--- src/rtl/if_stage_pkg.sv ---
// ---------------------------------------------------------------------------
// if_stage_pkg
// Shared pipeline constants for the MIPS front end: reset PC, the NOP
// encoding used for bubbles, the jump opcode/funct values and the fetch
// state encoding.
// ---------------------------------------------------------------------------
package if_stage_pkg;

    localparam logic [31:0] RESET_PC_DEFAULT  = 32'h0000_0000;
    localparam logic [31:0] NOP_INSTR_DEFAULT = 32'h0000_0000;  // sll $0,$0,0

    localparam logic [5:0] OPCODE_SPECIAL = 6'h00;
    localparam logic [5:0] OPCODE_J       = 6'h02;
    localparam logic [5:0] OPCODE_JAL     = 6'h03;
    localparam logic [5:0] FUNCT_JR       = 6'h08;
    localparam logic [5:0] FUNCT_JALR     = 6'h09;

    typedef enum logic {
        FETCH = 1'b0,
        WAIT  = 1'b1
    } fetch_state_e;

    function automatic logic [31:0] word_align(input logic [31:0] addr);
        return {addr[31:2], 2'b00};
    endfunction

    function automatic logic [31:0] sat_inc(input logic [31:0] value);
        return (value == 32'hFFFF_FFFF) ? value : value + 32'd1;
    endfunction

endpackage

--- src/rtl/if_stage_if_id_reg.sv ---
// ---------------------------------------------------------------------------
// if_id_reg
// IF/ID pipeline register. Priority: flush > hold > bubble > load.
// Ports:
//   clk, rst_n            clock, async active-low reset
//   flush                 squash contents to a NOP bubble
//   wr_en                 0 = hold current contents
//   fetch_ready           instruction memory returned a word this cycle
//   fetch_instr           instruction word for the current PC
//   fetch_pc_plus4        PC+4 of that instruction
//   instruction, pc_plus4, valid   registered outputs
// ---------------------------------------------------------------------------
module if_id_reg
    import if_stage_pkg::*;
#(
    parameter logic [31:0] NOP_INSTR = NOP_INSTR_DEFAULT
) (
    input  logic        clk,
    input  logic        rst_n,
    input  logic        flush,
    input  logic        wr_en,
    input  logic        fetch_ready,
    input  logic [31:0] fetch_instr,
    input  logic [31:0] fetch_pc_plus4,
    output logic [31:0] instruction,
    output logic [31:0] pc_plus4,
    output logic        valid
);

    always_ff @(posedge clk or negedge rst_n) begin
        if (!rst_n) begin
            instruction <= NOP_INSTR;
            pc_plus4    <= 32'd0;
            valid       <= 1'b0;
        end else if (flush || (wr_en && !fetch_ready)) begin
            // flush wins over a hold; a missing fetch word becomes a bubble
            instruction <= NOP_INSTR;
            pc_plus4    <= 32'd0;
            valid       <= 1'b0;
        end else if (wr_en) begin
            instruction <= fetch_instr;
            pc_plus4    <= fetch_pc_plus4;
            valid       <= 1'b1;
        end
    end

endmodule

--- src/rtl/if_stage.sv ---
// ---------------------------------------------------------------------------
// if_stage
// Instruction-fetch stage: PC register, next-PC selection, instruction
// memory request and the IF/ID register.
// Ports:
//   clk, rst_n                       clock, async active-low reset
//   PC_Wr_en, IF_ID_Wr_en, IF_ID_flush   hazard unit controls
//   Branch_hazard, Branch_target     taken-branch redirect from EX
//   ID_Jump, Jump_target26           j/jal redirect from ID
//   ID_JumpReg, JumpReg_target       jr/jalr redirect from ID
//   imem_addr, imem_rdata, imem_ready    instruction memory interface
//   PC                               current fetch PC
//   IF_ID_Instruction, IF_ID_PC_plus4, IF_ID_valid   IF/ID register
// Optional (macro IF_PERF_CNT_EN):
//   perf_fetch_cnt, perf_imem_stall_cnt, perf_redirect_cnt  saturating
//
// Fetch FSM
//   state | meaning
//   FETCH | issuing a fetch, memory answered or nothing pending
//   WAIT  | fetch outstanding, memory not ready, address held
// ---------------------------------------------------------------------------
module if_stage
    import if_stage_pkg::*;
#(
    parameter logic [31:0] RESET_PC  = RESET_PC_DEFAULT,
    parameter logic [31:0] NOP_INSTR = NOP_INSTR_DEFAULT
) (
    input  logic        clk,
    input  logic        rst_n,
    input  logic        PC_Wr_en,
    input  logic        IF_ID_Wr_en,
    input  logic        IF_ID_flush,
    input  logic        Branch_hazard,
    input  logic [31:0] Branch_target,
    input  logic        ID_Jump,
    input  logic [25:0] Jump_target26,
    input  logic        ID_JumpReg,
    input  logic [31:0] JumpReg_target,
    output logic [31:0] imem_addr,
    input  logic [31:0] imem_rdata,
    input  logic        imem_ready,
    output logic [31:0] PC,
    output logic [31:0] IF_ID_Instruction,
    output logic [31:0] IF_ID_PC_plus4,
    output logic        IF_ID_valid
`ifdef IF_PERF_CNT_EN
    ,
    output logic [31:0] perf_fetch_cnt,
    output logic [31:0] perf_imem_stall_cnt,
    output logic [31:0] perf_redirect_cnt
`endif
);

    logic [31:0]  pc_q;
    logic [31:0]  pc_next;
    logic [31:0]  pc_plus4;
    logic [31:0]  jump_target;
    logic         redirect;
    fetch_state_e state_q;
    fetch_state_e state_d;
    logic         in_wait;

    assign pc_plus4    = pc_q + 32'd4;
    assign jump_target = {IF_ID_PC_plus4[31:28], Jump_target26, 2'b00};
    assign imem_addr   = pc_q;
    assign PC          = pc_q;

    // A taken branch beats a load-use stall: the stalled instruction is
    // being squashed anyway. ID redirects ignore imem_ready and abandon
    // whatever fetch was pending.
    always_comb begin
        pc_next  = pc_q;
        redirect = 1'b0;
        if (Branch_hazard) begin
            pc_next  = word_align(Branch_target);
            redirect = 1'b1;
        end else if (!PC_Wr_en) begin
            pc_next = pc_q;
        end else if (ID_JumpReg) begin
            pc_next  = word_align(JumpReg_target);
            redirect = 1'b1;
        end else if (ID_Jump) begin
            pc_next  = jump_target;
            redirect = 1'b1;
        end else if (imem_ready) begin
            pc_next = pc_plus4;
        end
    end

    always_ff @(posedge clk or negedge rst_n) begin
        if (!rst_n) begin
            pc_q <= RESET_PC;
        end else begin
            pc_q <= pc_next;
        end
    end

    always_ff @(posedge clk or negedge rst_n) begin
        if (!rst_n) begin
            state_q <= FETCH;
        end else begin
            state_q <= state_d;
        end
    end

    always_comb begin
        state_d = state_q;
        case (state_q)
            FETCH: if (!redirect && PC_Wr_en && !imem_ready) state_d = WAIT;
            WAIT:  if (redirect || imem_ready)               state_d = FETCH;
            default: state_d = FETCH;
        endcase
    end

    always_comb begin
        in_wait = (state_q == WAIT);
    end

    if_id_reg #(
        .NOP_INSTR (NOP_INSTR)
    ) u_if_id_reg (
        .clk            (clk),
        .rst_n          (rst_n),
        .flush          (IF_ID_flush),
        .wr_en          (IF_ID_Wr_en),
        .fetch_ready    (imem_ready),
        .fetch_instr    (imem_rdata),
        .fetch_pc_plus4 (pc_plus4),
        .instruction    (IF_ID_Instruction),
        .pc_plus4       (IF_ID_PC_plus4),
        .valid          (IF_ID_valid)
    );

`ifdef IF_PERF_CNT_EN
    logic ifid_load;
    assign ifid_load = !IF_ID_flush && IF_ID_Wr_en && imem_ready;

    always_ff @(posedge clk or negedge rst_n) begin
        if (!rst_n) begin
            perf_fetch_cnt      <= 32'd0;
            perf_imem_stall_cnt <= 32'd0;
            perf_redirect_cnt   <= 32'd0;
        end else begin
            if (ifid_load) perf_fetch_cnt      <= sat_inc(perf_fetch_cnt);
            if (in_wait)   perf_imem_stall_cnt <= sat_inc(perf_imem_stall_cnt);
            if (redirect)  perf_redirect_cnt   <= sat_inc(perf_redirect_cnt);
        end
    end
`else
    // The wait flag only drives the stall counter.
    logic unused_in_wait;
    assign unused_in_wait = in_wait;
`endif

endmodule

--- config.mk ---
export PLATFORM = sky130hd
export DESIGN_NAME = if_stage
export DESIGN_NICKNAME = d
export VERILOG_FILES = /design/src/rtl/if_stage_pkg.sv /design/src/rtl/if_stage_if_id_reg.sv /design/src/rtl/if_stage.sv
export SDC_FILE = /design/constraint.sdc
export NUM_CORES = 1
export LEC_CHECK = 0
export ABC_AREA = 1
export ABC_CLOCK_PERIOD_IN_PS = 2000
export CORE_AREA = 2 2 143 145
export DETAILED_ROUTE_END_ITERATION = 8
export DIE_AREA = 0 0 145 147
export GPL_TIMING_DRIVEN = 0
export PLACE_DENSITY = 0.65
export SYNTH_ARGS = -nofsm -noshare
export SYNTH_HDL_FRONTEND = slang
export SYNTH_SLANG_ARGS = --single-unit
export TNS_END_PERCENT = 30
--- constraint.sdc ---
create_clock -name clk -period 2 [get_ports clk]
set_input_delay 0.2 -clock clk [delete_from_list [all_inputs] [get_ports clk]]
set_output_delay 0.2 -clock clk [all_outputs]
set_load 0.01 [all_outputs]
# == Yosys cells after proc, flatten, opt, wreduce, memory -nomap -nowiden ==
# Index checks and enable logic that the tools add are counted.
# totals
ff_bits,97
latchBits,0
ram_bits,0
mem_bits_ro,0
input_bits,131
output_inout_bits,129
word_cells,23
n_memories,0
# op_classes
add_sub_neg,1
multipliers,0
n_div,0
n_lt_le_gt_ge,0
n_eq_ne,0
shifts,0
mux,11
n_bitwise,0
n_reduce_logical,7
# op_table
op,n
$mux W32,9
$add A32 B3 Y32 const B,1
$reduce_bool A2 Y1,2
$reduce_bool A4 Y1,1
$mux W1,2
$reduce_and A2 Y1,1
$logic_and A1 B1 Y1,1
$logic_not A1 Y1,1
$logic_or A1 B1 Y1,1

# == Depth between registers and ports, before layout ==
# Gate-level depths: netlist of the first run.
# logic_depth
word_depth,6
ltp_mapped,12
depth_no_buf,12

# == Cells and area by module ==
# A second synthesis of the first run with hierarchy kept.
# hier_totals
cells_unflattened,879
hier_area_um2,5982.0
# modules_own_cells
mod,n_inst,cells_each,area_each_um2,seq_area_each_um2
if_stage,1,589,3304.4,750.7
if_id_reg,1,290,2677.6,1626.6

# == Least setup slack after synthesis of the first run ==
# No wires, ideal clock.
# synth_path
path_type,register to register
start,register pc_q[3] (netlist: PC[3])
end,register pc_q[22] (netlist: PC[22])
setup_ns,0.116
arrival_time_ns,1.451
setup_slack_ns,0.433
stages_incl_launch_ff,13
n_path_buf,0
synth_period_minus_slack_ns,1.567
path_cell_list,dfrtp_1 > ha_1 > nand2_1 > nor2_4 > nand2_4 > nor2_4 > nand2_1 > nand2_1 > nand3_1 > nand2_1 > nand2_1 > nand2_1 > nand2_1
# synth_between
elab_chain_cells,6
# synth_lines
element,line_no,rtl
start: declaration,if_stage.sv:54,logic [31:0] pc_q;
start signal: assignment,if_stage.sv:94,pc_q <= pc_next;
$add A32 B3 Y32,if_stage.sv:63,assign pc_plus4 = pc_q + 32'd4;
$mux W32,if_stage.sv:85,end else if (imem_ready) begin
$mux W32,if_stage.sv:82,end else if (ID_Jump) begin
$mux W32,if_stage.sv:79,end else if (ID_JumpReg) begin
$mux W32,if_stage.sv:77,end else if (!PC_Wr_en) begin
$mux W32,if_stage.sv:74,if (Branch_hazard) begin
# Every way passes these cells. The select of a mux whose other input is x is not followed.
# A chain may end at the register's enable or synchronous reset.

# == Final worst setup path of the first run ==
# Ends and elaborated chain as after synthesis.

==> flow_summary.yaml, run 1 <==
floorplanning:
  die_h_um: 147
  fp.dieArea_um2: 21300
  initial_core_util: 0.294
  rows: 52
  coreArea_um2: 19800
  pin_count: 260
  die_width_um: 145
sta:
  slew-limit-headroom: 0.561
  skew_ns: 0.00844
  setup_viol: 0
  max_slew.worst_pin.slew_ns: 0.658
  period_needed_ns: 1.84
  final.setup.tns_ns: 0
  fin_crit_sh: 0.922
  timing.fmax_mhz: 542
  rsz0062_at_grt: "false"
  hold_viol: 0
  whs_ns: 0.241
  slew_viol_final: 0
  setup_ws_ns: 0.155
drt:
  drc: 0
  wl_per_cell_um: 16.6
  drt_iter0_drc: 501
  drt_pre_antenna_iters: 5
  ant_nets: 0
  vias: 6532
  drt_wl_total_um: 23000
  vias_per_cell: 4.72
synthesis:
  synth_area_um2: 5830
  seq_area_frac_synth: 0.399
  synthFlopType: "dfrtp_1"
  yosysWarnings: 0
  syn_avg_cell_area_um2: 6.89
  ys_ff_latch: 93
  ys_async_sr_fraction: 1.00
  synth_top_cell_by_area: "dfrtp_1"
  netlist_instances: 846
  ys_types: 34
  synth_edf_count: 0
  synth.top_cells.by_area: "dfrtp_1, nand2_1, nand3_1"
  yosysTopAreaCellShare: 0.399
clocking:
  cts_max_level: 3
  clock-root-buffer: "clkbuf_16"
  cts_num_sinks: 93
  cts.repair.resized: 0
  insertion_delay_ns: 0.35
  cts_made_buffers: 9
  cts_tree: "yes"
  cts_setup_buffers: 0
  holdBufCountCts: 1
  clk_pin_slew_worst_paths_ns: 0.07
  cts_buffer_depth: 2
critical_path:
  crit_path_end_kind: "flip-flop"
  arrival_ns: 2.09
  path_class: "reg -> reg"
  crit_end: "PC[22]$_DFFE_PN0P_"
  regToRegSetupSlack_ns: 0.16
  required_ns: 2.25
  r2r-end: "PC[22]$_DFFE_PN0P_"
  r2r_start: "PC[3]$_DFFE_PN0P_"
  rr_worst_depth: 12
  cp_max_fo: 6
  crit_start: "PC[3]$_DFFE_PN0P_"
  start_kind: "flip-flop"
global_routing:
  grt.busiest_layer: "met2"
  grt.total_usage: 0.214
  gr-total-overflow: 0
  first_global_vias: 6362
  gr-usage-met3: 0.0401
  met1_usage: 0.283
  grt_start_max_net_pins: 52
  antenna_found_initial: 0
  grt_use_met2: 0.360
  grt_pass1_wl_um: 35400
job:
  cap_violations: 0
pwr:
  power_density_nw_per_um2: 678
  ir_drop_mv: 0.397
  leakagePower_uw: 0.00412
placed_design:
  io_buffers: 246
  gp_congestion: 0.881
  dpl_worst_slack_ns: 0.0222
  hpwl_um: 18300
layout:
  diodes: 0
  areaGrowthSynthToFinish_pct: 54.9
  drive_gt1_frac: 0.0843
  nets: 1242
status:
  status: "finished clean"
worst_hold_path:
  worstHoldPathType: "in -> reg"
## cell families after synthesis
kind of cell | share of synthesized area
AOI/OAI and AO/OA | 0.0993
xor gates and xnor gates | 0.00901
and+or+nand+nor | 0.380
DFF | 0.399
other | 0.000643
buffers and inverters | 0.110
adders and majority gates | 0.00214
## cells in the mapped netlist (12+ instances only)
library cell and count:
and2_1 12, nand3_1 126, nor2_1 114, o21ai_0 27
buf_4 36, buf_2 16, inv_1 44, o21ai_1 22
dfrtp_1 93, clkbuf_1 23, a21oi_1 39, nand2_1 234
## placed cells by master (no fill, tap or decap), types with 2 or more instances in the layout
| cell | instances |
|---|---|
| nand2_1 | 234 |
| inv_1 | 44 |
| nor2_2 | 6 |
| clkbuf_1 | 23 |
| a21oi_1 | 39 |
| and2_1 | 12 |
| nand2_4 | 3 |
| inv_2 | 3 |
| buf_4 | 37 |
| nor2_4 | 8 |
| nand2_2 | 2 |
| conb_1 | 6 |
| buf_1 | 7 |
| xor2_1 | 3 |
| a31oi_1 | 2 |
| clkinv_4 | 2 |
| bufinv_16 | 3 |
| xnor2_1 | 3 |
| buf_2 | 16 |
| o21ai_1 | 22 |
| dfrtp_1 | 93 |
| nand3_1 | 126 |
| clkbuf_16 | 9 |
| o21bai_1 | 6 |
| nor2_1 | 114 |
| o211ai_1 | 2 |
| clkdlybuf4s50_1 | 245 |
| o21ai_0 | 27 |
| nand3b_1 | 3 |
| o22ai_1 | 3 |
## worst min-delay path by stage
stage / from / endpoint / slack [ns] / cells after the start
floorplan: rst_n / PC[10]$_DFFE_PN0P_ / -0.1 / 0
CTS: IF_ID_Wr_en / u_if_id_reg.instruction[0]$_DFFE_PN0P_ / 0.23 / 3
global placement: u_if_id_reg.valid$_DFFE_PN0P_ / u_if_id_reg.valid$_DFFE_PN0P_ / 0.47 / 1
global route: IF_ID_Wr_en / u_if_id_reg.instruction[0]$_DFFE_PN0P_ / 0.26 / 3
detailed placement: rst_n / u_if_id_reg.instruction[15]$_DFFE_PN0P_ / 0.24 / 1
finish: IF_ID_Wr_en / u_if_id_reg.instruction[0]$_DFFE_PN0P_ / 0.24 / 3
## sequential cells by signal, indices dropped and copies added (netlist names)
name                     cells
PC                          30
u_if_id_reg.instruction     32
u_if_id_reg.pc_plus4        30
u_if_id_reg.valid            1
## layer usage
layer	up-vias	part of all wire
li1	3225	-
met1	2982	0.44
met2	301	0.47
met3	24	0.075
met4	0	0.017
met5	-	0
## power by group
group | internal (uW) | switching (uW) | total (uW)
clock network | 1230 | 789 | 2020
registers | 2040 | 232 | 2270
logic | 960 | 874 | 1830
## critical path: stages (launching register included)
cell     delay (ns)
dfrtp_1        0.43
ha_1           0.25
nand2_1        0.12
nor2_4         0.15
nand2_4        0.11
nor2_4         0.16
nand2_1        0.06
nand2_1        0.08
nand3_1        0.13
nand2_1        0.09
nand2_1        0.05
nand2_1        0.06
nand2_1        0.05
## per-stage QoR
| step | total power [uW] | cell area, um^2 | cells | utilization |
|---|---|---|---|---|
| global placement | 4120 | 8650 | 1367 | 0.436 |
| CTS | 6180 | 9030 | 1385 | 0.455 |
| detailed placement | 4130 | 8680 | 1368 | 0.437 |
| global route | 6440 | 9030 | 1385 | 0.455 |
| floorplan | 3070 | 5850 | 851 | - |
| finish | 6120 | 9030 | 1385 | 0.455 |
## cell type report
type	instances	area, um^2
Buffer	82	463
Clock buffer	9	225
Clock inverter	7	121
Fill cell	2045	10800
Inverter	48	180
Multi-Input combinational cell	628	2880
Sequential cell	93	2330
Tap cell	270	338
Timing Repair Buffer	248	2500
Power figures use the tool's default switching activity.
==> inputs of run 2 (changes only) <==
Settings changed: CTS_BUF_LIST set to sky130_fd_sc_hd__clkbuf_4 sky130_fd_sc_hd__clkbuf_8 sky130_fd_sc_hd__clkbuf_16.
==> results of run 2 <==
Final layout, timing and power as in run 1 (identical DEF).
